--- config.mk ---
export PLATFORM = sky130hd
export DESIGN_NAME = mips_run_ctrl
export DESIGN_NICKNAME = d
export VERILOG_FILES = /design/src/rtl/mips_run_ctrl.sv
export SDC_FILE = /design/constraint.sdc
export NUM_CORES = 1
export LEC_CHECK = 0
export ABC_AREA = 1
export CORE_MARGIN = 3
export CORE_UTILIZATION = 31
export CTS_CLUSTER_DIAMETER = 50
export CTS_CLUSTER_SIZE = 8
export DETAILED_ROUTE_END_ITERATION = 10
export SLEW_MARGIN = 10
export SYNTH_ARGS = -nofsm -noshare
export SYNTH_HDL_FRONTEND = slang
export SYNTH_SLANG_ARGS = --single-unit
--- constraint.sdc ---
create_clock -name clk -period 4.45 [get_ports clk]
set_input_delay 0.89 -clock clk [delete_from_list [all_inputs] [get_ports clk]]
set_output_delay 0.89 -clock clk [all_outputs]
set_load 0.05 [all_outputs]
--- src/rtl/mips_run_ctrl.sv ---
// mips_run_ctrl: sequencer that loads a program into instruction memory,
// holds the CPU in reset for a fixed number of cycles, lets it run until it
// jumps to itself or exhausts its cycle budget, then freezes it so that its
// state can be inspected.
module mips_run_ctrl #(
  parameter int IMEM_AW    = 8,
  parameter int RST_CYCLES = 4,
  parameter int MAX_CYCLES = 1000
) (
  input  logic               clk,
  input  logic               rst,
  input  logic               start,
  input  logic               abort,
  input  logic               ld_valid,
  output logic               ld_ready,
  input  logic [15:0]        ld_data,
  input  logic               ld_last,
  output logic               imem_we,
  output logic [IMEM_AW-1:0] imem_addr,
  output logic [15:0]        imem_wdata,
  output logic               cpu_rst,
  output logic               cpu_en,
  input  logic [15:0]        pc_out,
  input  logic [15:0]        alu_out,
  output logic               done,
  output logic               halted,
  output logic               timeout,
  output logic [15:0]        cycle_count,
  output logic [15:0]        result
);

  typedef enum logic [2:0] {
    IDLE,
    LOAD,
    CPURST,
    RUN,
    DONE
  } state_t;

  localparam logic [IMEM_AW-1:0] IDX_MAX  = '1;
  localparam logic [7:0]         RST_LAST = 8'(RST_CYCLES - 1);
  localparam logic [15:0]        CNT_LAST = 16'(MAX_CYCLES - 1);

  state_t             state;
  state_t             state_nxt;
  logic [IMEM_AW-1:0] idx;
  logic [7:0]         rst_cnt;
  logic [15:0]        prev_pc;
  logic               pc_valid;
  logic               accept;
  logic               last_word;
  logic               halt_hit;
  logic               budget_hit;

  // Load handshake, memory write port and CPU control decoded from the state.
  // abort and rst suppress the handshake so no word lands in their cycle.
  always_comb begin
    ld_ready   = (state == LOAD) && !abort && !rst;
    accept     = ld_valid && ld_ready;
    imem_we    = accept;
    imem_addr  = (state == LOAD) ? idx : '0;
    imem_wdata = accept ? ld_data : 16'h0000;
    last_word  = ld_last || (idx == IDX_MAX);
    halt_hit   = pc_valid && (pc_out == prev_pc);
    budget_hit = (cycle_count == CNT_LAST);
    cpu_rst    = (state == IDLE) || (state == LOAD) || (state == CPURST);
    cpu_en     = (state == RUN);
    done       = (state == DONE);
  end

  // Next-state selection; abort overrides every other request.
  always_comb begin
    // NOTE: assigning a default before any branch keeps this block purely
    // combinational; a path that leaves state_nxt unassigned would infer a latch.
    state_nxt = state;
    if (abort) begin
      state_nxt = IDLE;
    end else begin
      unique case (state)
        IDLE:    if (start) state_nxt = LOAD;
        LOAD:    if (accept && last_word) state_nxt = CPURST;
        CPURST:  if (rst_cnt == RST_LAST) state_nxt = RUN;
        RUN:     if (halt_hit || budget_hit) state_nxt = DONE;
        DONE:    if (start) state_nxt = LOAD;
        default: state_nxt = IDLE;
      endcase
    end
  end

  // State register.
  always_ff @(posedge clk) begin
    // NOTE: reset is sampled on the clock edge, so it is just the highest
    // priority branch of ordinary clocked logic rather than an async path.
    if (rst) state <= IDLE;
    else     state <= state_nxt;
  end

  // Word index, reset-hold counter, halt detector and status registers.
  always_ff @(posedge clk) begin
    // NOTE: non-blocking assignments here so every register samples the
    // pre-edge values of its peers, independent of statement order.
    if (rst) begin
      idx         <= '0;
      rst_cnt     <= '0;
      prev_pc     <= '0;
      pc_valid    <= 1'b0;
      cycle_count <= '0;
      halted      <= 1'b0;
      timeout     <= 1'b0;
      result      <= '0;
    end else if (abort) begin
      idx         <= '0;
      rst_cnt     <= '0;
      pc_valid    <= 1'b0;
      cycle_count <= '0;
      halted      <= 1'b0;
      timeout     <= 1'b0;
      result      <= '0;
    end else begin
      unique case (state)
        IDLE: begin
          if (start) idx <= '0;
        end
        LOAD: begin
          // The index parks at the last word instead of wrapping.
          if (accept && (idx != IDX_MAX)) idx <= idx + 1'b1;
          if (accept && last_word)        rst_cnt <= '0;
        end
        CPURST: begin
          rst_cnt     <= rst_cnt + 1'b1;
          pc_valid    <= 1'b0;
          cycle_count <= '0;
          halted      <= 1'b0;
          timeout     <= 1'b0;
          result      <= '0;
        end
        RUN: begin
          prev_pc  <= pc_out;
          pc_valid <= 1'b1;
          if (halt_hit) begin
            halted <= 1'b1;
            result <= alu_out;
          end else if (budget_hit) begin
            timeout <= 1'b1;
            result  <= alu_out;
          end else if (cycle_count != 16'hFFFF) begin
            cycle_count <= cycle_count + 16'd1;
          end
        end
        DONE: begin
          if (start) begin
            idx         <= '0;
            cycle_count <= '0;
            halted      <= 1'b0;
            timeout     <= 1'b0;
            result      <= '0;
          end
        end
        default: ;
      endcase
    end
  end

endmodule

==> results of run 1 <==
[tightest hold or removal path: cells and delay by family, from the launching register on]
kind / cells / cell delay (ps)
flip-flops: 1 / 310
AND/OR/NAND/NOR: 1 / 60
AO/OA/AOI/OAI: 1 / 50
[registers in the layout (all words and copies together) (netlist names)]
register	cells
cycle_count	16
pc_valid	1
halted	1
timeout	1
state	3
idx	8
prev_pc	16
rst_cnt	8
result	16
[metrics by stage]
stage,instances,area (um2),total power (W)
final,963,5780,0.00160
after global routing,963,5780,0.00168
after CTS,963,5780,0.00162
after detailed placement,949,5500,0.000946
after global placement,949,5500,0.000942
after floorplan,677,4040,0.000845
[cell usage after synthesis (2+ instances only)]
cell type  number  area, um2
nor2_1        151        567
xnor2_1         5       43.8
nor2_2          3       18.8
o21ai_1         4       20.0
clkbuf_1       10       37.5
nor3_1         12       60.1
or2_2           2       12.5
nand4_1         7       43.8
o21ai_0        27        135
inv_2           3       11.3
ha_1            3       37.5
nand3_1        45        225
a21oi_1        41        205
dfxtp_1        70       1400
inv_1         113        424
a211oi_1        2       15.0
xor2_1          6       52.6
nand2_2         4       25.0
buf_6           2       22.5
nand2_1       153        574
buf_2           8       40.0
[power breakdown]
group	switching (W)	internal (W)	leakage [nW]
combinational	0.000167	0.000110	1.74
clock	0.000251	0.000416	0.138
sequential	0.0000132	0.000641	0.565
total	0.000431	0.00117	2.45
[layer usage]
layer | track usage (%) | vias up
met4 | 6.37 | 0
met2 | 25.3 | 119
li1 | - | 2298
met5 | 0 | -
met1 | 18.9 | 1969
met3 | 4.38 | 14
[cell families (layout without fill, tap and decap cells)]
| group | Yosys count | after routing | share of synthesized area, % |
|---|---|---|---|
| adder cells (fa/ha/maj) | 3 | 3 | 0.929 |
| XOR/XNOR | 11 | 11 | 2.38 |
| flip-flops | 70 | 70 | 34.7 |
| buffers and inverters | 136 | 250 | 13.3 |
| AO/OA/AOI/OAI | 77 | 77 | 9.88 |
| AND/OR/NAND/NOR | 380 | 380 | 38.9 |
[cell type report]
| type | instances | area share (%) |
|---|---|---|
| Timing Repair Buffer | 120 | 23.3 |
| Inverter | 116 | 7.54 |
| Clock inverter | 1 | 0.0866 |
| Tap cell | 172 | 3.73 |
| Clock buffer | 13 | 4.68 |
| Sequential cell | 70 | 24.3 |
| Multi-Input combinational cell | 471 | 36.4 |
[worst paths after layout]
kind	start	endpoint	slack (ps)	depth (start not counted)
setup reg to reg	state[1]	prev_pc[11]	1840	6
hold / removal	rst_cnt[3]	rst_cnt[3]	460	2
hold reg to reg	rst_cnt[3]	rst_cnt[3]	460	2
setup / recovery	rst	imem_wdata[1]	770	7
==> metrics.txt, run 1 <==
number of global-route vias before repair 4111; # fillers 1310; delay-heaviest family, CP buffers and inverters; clk_skew 6.15 ps; Chip Height 120 um; Max VDD drop 0.000163 V; Hold Slack 462 ps; Post-route DRC 0; site row count 41; register area 1400 um2; Final Hold Fails 0; DR vias 4400; leak pwr 2.45 nW; DR pass1 iterations 4; clk slew on worst S/H paths 50 ps; Fin Setup TNS 0 ps; Mapped Nets 734; register area share after synthesis 34.7%; initial drt markers 298; Starting Density 31.9%; crit path capture type output port; DR WL met3 700 um; number of antenna diodes 0; Sinks on Clock Net 70; HP Class reg2reg; die width 120 um; layout cells sized above 1 6.57%; Tmin final 3680 ps; boundary pin count 117; Core ar. 12700 um2; Placement Setup Slack 730 ps; worst setup margin 769 ps; CP dominant cell by count inv_1; total gr overflow 0; CTS hold repair buffers 0; M1 WL 4940 um; fin nets 845; crit start category input port; area delta synth->final 43.0%; IO Port Bufs 116; antenna violations before repair 0; first-pass GRT wire length 18500 um; mean cell area of the mapped netlist 5.97 um2; Total Die Area 14400 um2; clock latency on the worst-skew pair 330 ps; # H-tree levels 3; Final Max Slew Viols 0; max incr delay on CP 400 ps; Vias/cell 4.57; post-CTS sizing 0; Syn Inst Count 677; Met2 Routed Length 5240 um; worst-path cell chain clkdlybuf4s50_1, inv_1, nand2_1, nor3_4, inv_1, nor2_1, buf_12; endpoints failing setup 0; clk buf depth 2; DRT Wirelength 11100 um; DP HPWL 8150 um; uppermost layer routed met4; multi-input logic area 2100 um2; commonest non-fill, non-tap cell in the layout nand2_1; status completed; Post-Syn Area 4040 um2; commonest cells after routing, fill and taps aside nand2_1 (153), nor2_1 (151), inv_1 (113), clkdlybuf4s50_1 (98), dfxtp_1 (70); Yosys warning total 0; fin crit share 82.7%; clock root buffer clkbuf_16; CP arrival 2790 ps; critical path type in2out; final core occ 45.6%; max_cap viols 0; Post-synth EDFFs 0; register bit total from synthesis 70; WP data required 3560 ps; Most used DFF post-synth dfxtp_1; relative slew slack 38.3%; routability congestion estimate 0.874; Routed WL per cell 11.5 um; Least-Margin Pin Slew 922 ps; fmax 0.272 GHz; pwr dens 277 nW/um2; Total GRT Usage 15.4%; CP Buf/Inv Count 4; CP max-delay cell clkdlybuf4s50_1; RSZ-0062 raised after global routing false; TritonCTS clock tree yes; CTS buffer count 9; Post-DRT Antenna Nets 0; post-CTS setup buffers 0; Netlist cell types 27; crit path max fanout 17; largest net degree at the start of global routing 33; Async SR Flop Fraction 0%
Power figures use the tool's default switching activity.
==> run 2: changes to the inputs <==
==> constraint.sdc (replaced) <==
create_clock -name clk -period 3.85 [get_ports clk]
set_input_delay 0.77 -clock clk [delete_from_list [all_inputs] [get_ports clk]]
set_output_delay 0.77 -clock clk [all_outputs]
set_load 0.05 [all_outputs]
==> run 2 against run 1 <==
  * Clock skew about the same
  * Sequential power increased by 16%
  * Final cell count is 0.42% higher
  * Non-clock buffer count grew 2
  * Sequential share of layout area down 0.14 points
  * Die area did not move
  * Total power up 14%
  * Register-to-register slack got worse by 530 ps
  * Setup slack worse by 130 ps
  * Sequential cell count unchanged
  * Routed wire length down 1.3%
  * Clock power increased by 12%
  * Critical path type unchanged
  * Critical endpoint is now imem_wdata[12]
==> metrics.txt, run 2 (synthesis gave the netlist of run 1 again) <==
status completed; Fin Setup TNS 0 ps (unchanged); number of antenna diodes 0 (unchanged); worst setup margin 638 ps (-131 ps); top flop regs cycle_count: 16 flops, prev_pc: 16 flops, result: 16 flops; Sinks on Clock Net 70 (unchanged); commonest cells after routing, fill and taps aside nand2_1 (153), nor2_1 (151), inv_1 (113), clkdlybuf4s50_1 (98), dfxtp_1 (70); area delta synth->final 43.8%; Total Die Area 14400 um2 (unchanged); largest net degree at the start of global routing 33 (unchanged); RSZ-0062 raised after global routing false; crit path max fanout 16 (-1); clk slew on worst S/H paths 50 ps (about the same); clock latency on the worst-skew pair 330 ps (about the same); power after layout 0.00183 W (+14%); layout cells sized above 1 6.92% (+0.34 points); clk buf depth 2 (unchanged); critical path type in2out; TritonCTS clock tree yes; CTS buffer count 9 (unchanged); initial drt markers 251 (-16%); pwr dens 315 nW/um2 (+14%); crit path capture type output port; Starting Density 31.9% (unchanged); Final Max Slew Viols 0 (unchanged); Placement Setup Slack 603 ps (-128 ps); IO Port Bufs 116 (unchanged); Least-Margin Pin Slew 902 ps (-19.4 ps); post-CTS sizing 0 (unchanged); multi-input logic area 2100 um2 (unchanged); fmax 0.311 GHz; total gr overflow 0 (unchanged); Routed WL per cell 11.3 um (-1.7%); DR pass1 iterations 5 (+1); # H-tree levels 3 (unchanged); commonest non-fill, non-tap cell in the layout nand2_1; Vias/cell 4.50 (-1.6%); boundary pin count 117 (unchanged); antenna violations before repair 0 (unchanged); WP data required 3080 ps (-480 ps); Post-DRT Antenna Nets 0 (unchanged); Total GRT Usage 15.5% (+0.14 points); clk_skew 5.79 ps (-0.366 ps); routability congestion estimate 0.905 (+3.5%); # fillers 1329 (+1.5%); CP arrival 2440 ps (-350 ps); endpoints failing setup 0 (unchanged); Chip Height 120 um (unchanged); CTS hold repair buffers 0 (unchanged); HP Class reg2reg; first-pass GRT wire length 18700 um (+1.1%); DP HPWL 8350 um (+2.4%); Final Hold Fails 0 (unchanged); Hold Slack 461 ps (-1.19 ps); register area 1400 um2 (unchanged); max_cap viols 0 (unchanged); site row count 41 (unchanged); post-CTS setup buffers 0 (unchanged); number of global-route vias before repair 4149 (+0.92%); crit start category input port; die width 120 um (unchanged); clock root buffer clkbuf_16; DRT Wirelength 10900 um (-1.3%); fin nets 847 (+0.24%); DR vias 4348 (-1.2%); relative slew slack 39.6% (+1.3 points); fin crit share 83.4%; Post-route DRC 0 (unchanged); leak pwr 2.46 nW (+0.42%); Core ar. 12700 um2 (unchanged); Tmin final 3210 ps; Max VDD drop 0.000190 V (+16%)
==> run 2: layer usage <==
layer | GRT usage [%] | up-vias | wire, um
li1 | - | 2291 | -
met3 | 4.19 | 13 | 728
met2 | 26.4 | 114 | 5200
met4 | 4.58 | 0 | 136
met1 | 19.2 | 1930 | 4860
met5 | 0 | - | 0
==> run 2: power breakdown <==
part	internal [W]	switching [W]
Clock	0.000450	0.000300
Sequential	0.000741	0.0000155
Combinational	0.000130	0.000192
Total	0.00132	0.000508
==> run 2: path summary, 6_finish.rpt <==
path | slack [ps] | cells past startpoint | to | startpoint
worst min-delay path | 460 | 2 | rst_cnt[3] | rst_cnt[3]
worst max register to register | 1310 | 6 | prev_pc[0] | state[0]
worst max-delay path | 640 | 7 | imem_wdata[12] | rst
worst min register to register | 460 | 2 | rst_cnt[3] | rst_cnt[3]
==> run 2: final cells by class <==
type                            instances  share of cell area, %
Clock buffer                           12                   4.24
Clock inverter                          4                  0.388
Inverter                              116                   7.49
Multi-Input combinational cell        471                   36.2
Sequential cell                        70                   24.1
Tap cell                              172                   3.70
Timing Repair Buffer                  122                   23.9
==> run 2: worst max-delay path, cell delays in order <==
cell,delay [ps]
clkdlybuf4s50_1,400
inv_1,120
nand2_1,130
nor3_4,290
inv_1,280
nor2_1,270
buf_12,170
==> run 2: stage by stage <==
step / std cells / instance area (um2) / util [%]
6_report: 967 / 5810 / 45.9
5_1_grt: 967 / 5810 / 45.9
3_3_place_gp: 951 / 5540 / 43.7
3_5_place_dp: 951 / 5540 / 43.7
4_1_cts: 967 / 5810 / 45.9
2_1_floorplan: 677 / 4040 / -
==> run 3: changes to the inputs <==
==> constraint.sdc (replaced) <==
create_clock -name clk -period 2.7 [get_ports clk]
set_input_delay 0.54 -clock clk [delete_from_list [all_inputs] [get_ports clk]]
set_output_delay 0.54 -clock clk [all_outputs]
set_load 0.05 [all_outputs]
==> run 3 against run 2 <==
  * Clock-buffer cell count fell by 2
  * Sequential share of layout area fell by 0.76 points
  * Combinational power rose by 46%
  * Critical path depth fell by 4
  * Final cell count rose by 0.41%
  * Utilization rose by 1.5 points
  * Register-to-register slack got worse by 920 ps
  * Routed wire length rose by 6.4%
  * Sequential power rose by 43%
  * Sequential cell count did not move
  * Die area did not move
  * Critical endpoint is now imem_addr[5]
  * Largest power group is now clock
==> metrics.txt, run 3 (synthesis gave the netlist of run 1 again) <==
critical path type reg2out; pwr dens 470 nW/um2 (+49%); CTS hold repair buffers 0 (unchanged); Starting Density 31.9% (unchanged); routability congestion estimate 0.877 (-3.0%); antenna violations before repair 0 (unchanged); DR vias 4361 (+0.30%); clk buf depth 2 (unchanged); die width 120 um (unchanged); clock root buffer clkbuf_16; RR Endpoint cycle_count[5]; Max VDD drop 0.000290 V (+53%); fin nets 851 (+0.47%); commonest cells after routing, fill and taps aside nand2_1 (153), nor2_1 (141), inv_1 (113), clkdlybuf4s50_1 (91), dfxtp_1 (70); # H-tree levels 3 (unchanged); worst setup margin 98.2 ps (-540 ps); Chip Height 120 um (unchanged); worst-path cell chain nand3_2, nor2_1, clkdlybuf4s50_1; Least-Margin Pin Slew 549 ps (-353 ps); fin crit share 96.4%; CTS buffer count 9 (unchanged); WP data required 2160 ps (-920 ps); status completed; crit start category register; Core ar. 12700 um2 (unchanged); leak pwr 2.62 nW (+6.6%); Total GRT Usage 15.8% (+0.25 points); Post-route DRC 0 (unchanged); Tmin final 2600 ps; TritonCTS clock tree yes; # fillers 1320 (-0.68%); boundary pin count 117 (unchanged); Routed WL per cell 12.0 um (+5.9%); HP Class reg2reg; DR pass1 iterations 4 (-1); Vias/cell 4.49 (-0.11%); Sinks on Clock Net 70 (unchanged); power after layout 0.00282 W (+54%); CP arrival 2060 ps (-380 ps); site row count 41 (unchanged); max_cap viols 0 (unchanged); IO Port Bufs 116 (unchanged); CP max-delay cell clkdlybuf4s50_1; RR Startpoint cycle_count[0]; number of antenna diodes 0 (unchanged); Hold Path Depth 2 (unchanged); relative slew slack 63.3% (+24 points); commonest non-fill, non-tap cell in the layout nand2_1; DP HPWL 8760 um (+4.9%); largest net degree at the start of global routing 33 (unchanged); clock latency on the worst-skew pair 330 ps (about the same); uppermost layer routed met4; Total Die Area 14400 um2 (unchanged); worst hold endpoint rst_cnt[3]; M1 WL 5330 um (+9.5%); Met2 Routed Length 5660 um (+8.9%); RSZ-0062 raised after global routing false; crit path max fanout 12 (-4); worst min-delay path startpoint rst_cnt[3]; crit path capture type output port; worst r2r path cells 11 (+5); Fin Setup TNS 0 ps (unchanged); fmax 0.384 GHz; clk slew on worst S/H paths 60 ps (about the same); max incr delay on CP 830 ps (+430 ps); DR WL met3 455 um (-38%); total gr overflow 0 (unchanged); endpoints failing setup 0 (unchanged); Final Hold Fails 0 (unchanged); Final Max Slew Viols 0 (unchanged); Post-DRT Antenna Nets 0 (unchanged); r2r setup slk 390 ps (-920 ps); area delta synth->final 48.5%; layout cells sized above 1 8.89% (+2.0 points); DRT Wirelength 11600 um (+6.4%); clk_skew 8.04 ps (+2.25 ps); first-pass GRT wire length 18900 um (+1.1%); Placement Setup Slack 101 ps (-502 ps); Hold Slack 464 ps (+3.08 ps); post-CTS setup buffers 0 (unchanged); number of global-route vias before repair 4066 (-2.0%); initial drt markers 331 (+32%); top flop regs cycle_count: 16 flops, prev_pc: 16 flops, result: 16 flops
-- run 3: repair_timing --
item                                    in CTS  in global routing
endpoints found under the setup margin       0                  6
gates resized for setup                      0                  6
hold endpoints to repair                     0                  0
-- run 3: critical path, delay by kind of cell, from the launching register on --
family	cells	cell delay, ps
buffers and inverters	1	830
flip-flops	1	450
AND/OR/NAND/NOR	2	460
-- run 3: power breakdown --
group          switching [W]  internal (W)
logic               0.000284      0.000187
registers          0.0000225       0.00106
clock network       0.000464      0.000808
-- run 3: layer usage --
layer | up-vias | GRT usage (%)
met4 | 0 | 4.65
met5 | - | 0
li1 | 2310 | -
met2 | 87 | 26.1
met1 | 1952 | 21.0
met3 | 12 | 2.92
-- run 3: per-stage QoR --
step	std cells	cell area (um2)	util [%]
global placement	955	5670	44.7
global route	971	6000	47.3
CTS	971	5980	47.2
finish	971	6000	47.3
floorplan	677	4120	-
detailed placement	955	5670	44.7
-- run 3: worst max-delay path by stage --
| stage | start | end | slack (ps) | cells past startpoint |
|---|---|---|---|---|
| final | state[0] | imem_addr[5] | 100 | 3 |
| after global routing | state[0] | imem_addr[5] | 6 | 3 |
| after CTS | state[0] | imem_addr[7] | 60 | 3 |
| after detailed placement | pc_out[12] | result[7] | 100 | 12 |
| after global placement | pc_out[12] | result[12] | 170 | 12 |
| after floorplan | rst | imem_wdata[0] | 5 | 5 |
-- run 3: cell type report --
| cell class | instances | area, um2 | area share [%] |
|---|---|---|---|
| inverter | 116 | 435 | 7.26 |
| timing repair buffer | 126 | 1450 | 24.2 |
| tap | 172 | 215 | 3.59 |
| sequential | 70 | 1400 | 23.4 |
| clock buffer | 10 | 229 | 3.82 |
| multi-input combinational | 471 | 2180 | 36.3 |
| clock inverter | 6 | 86.3 | 1.44 |
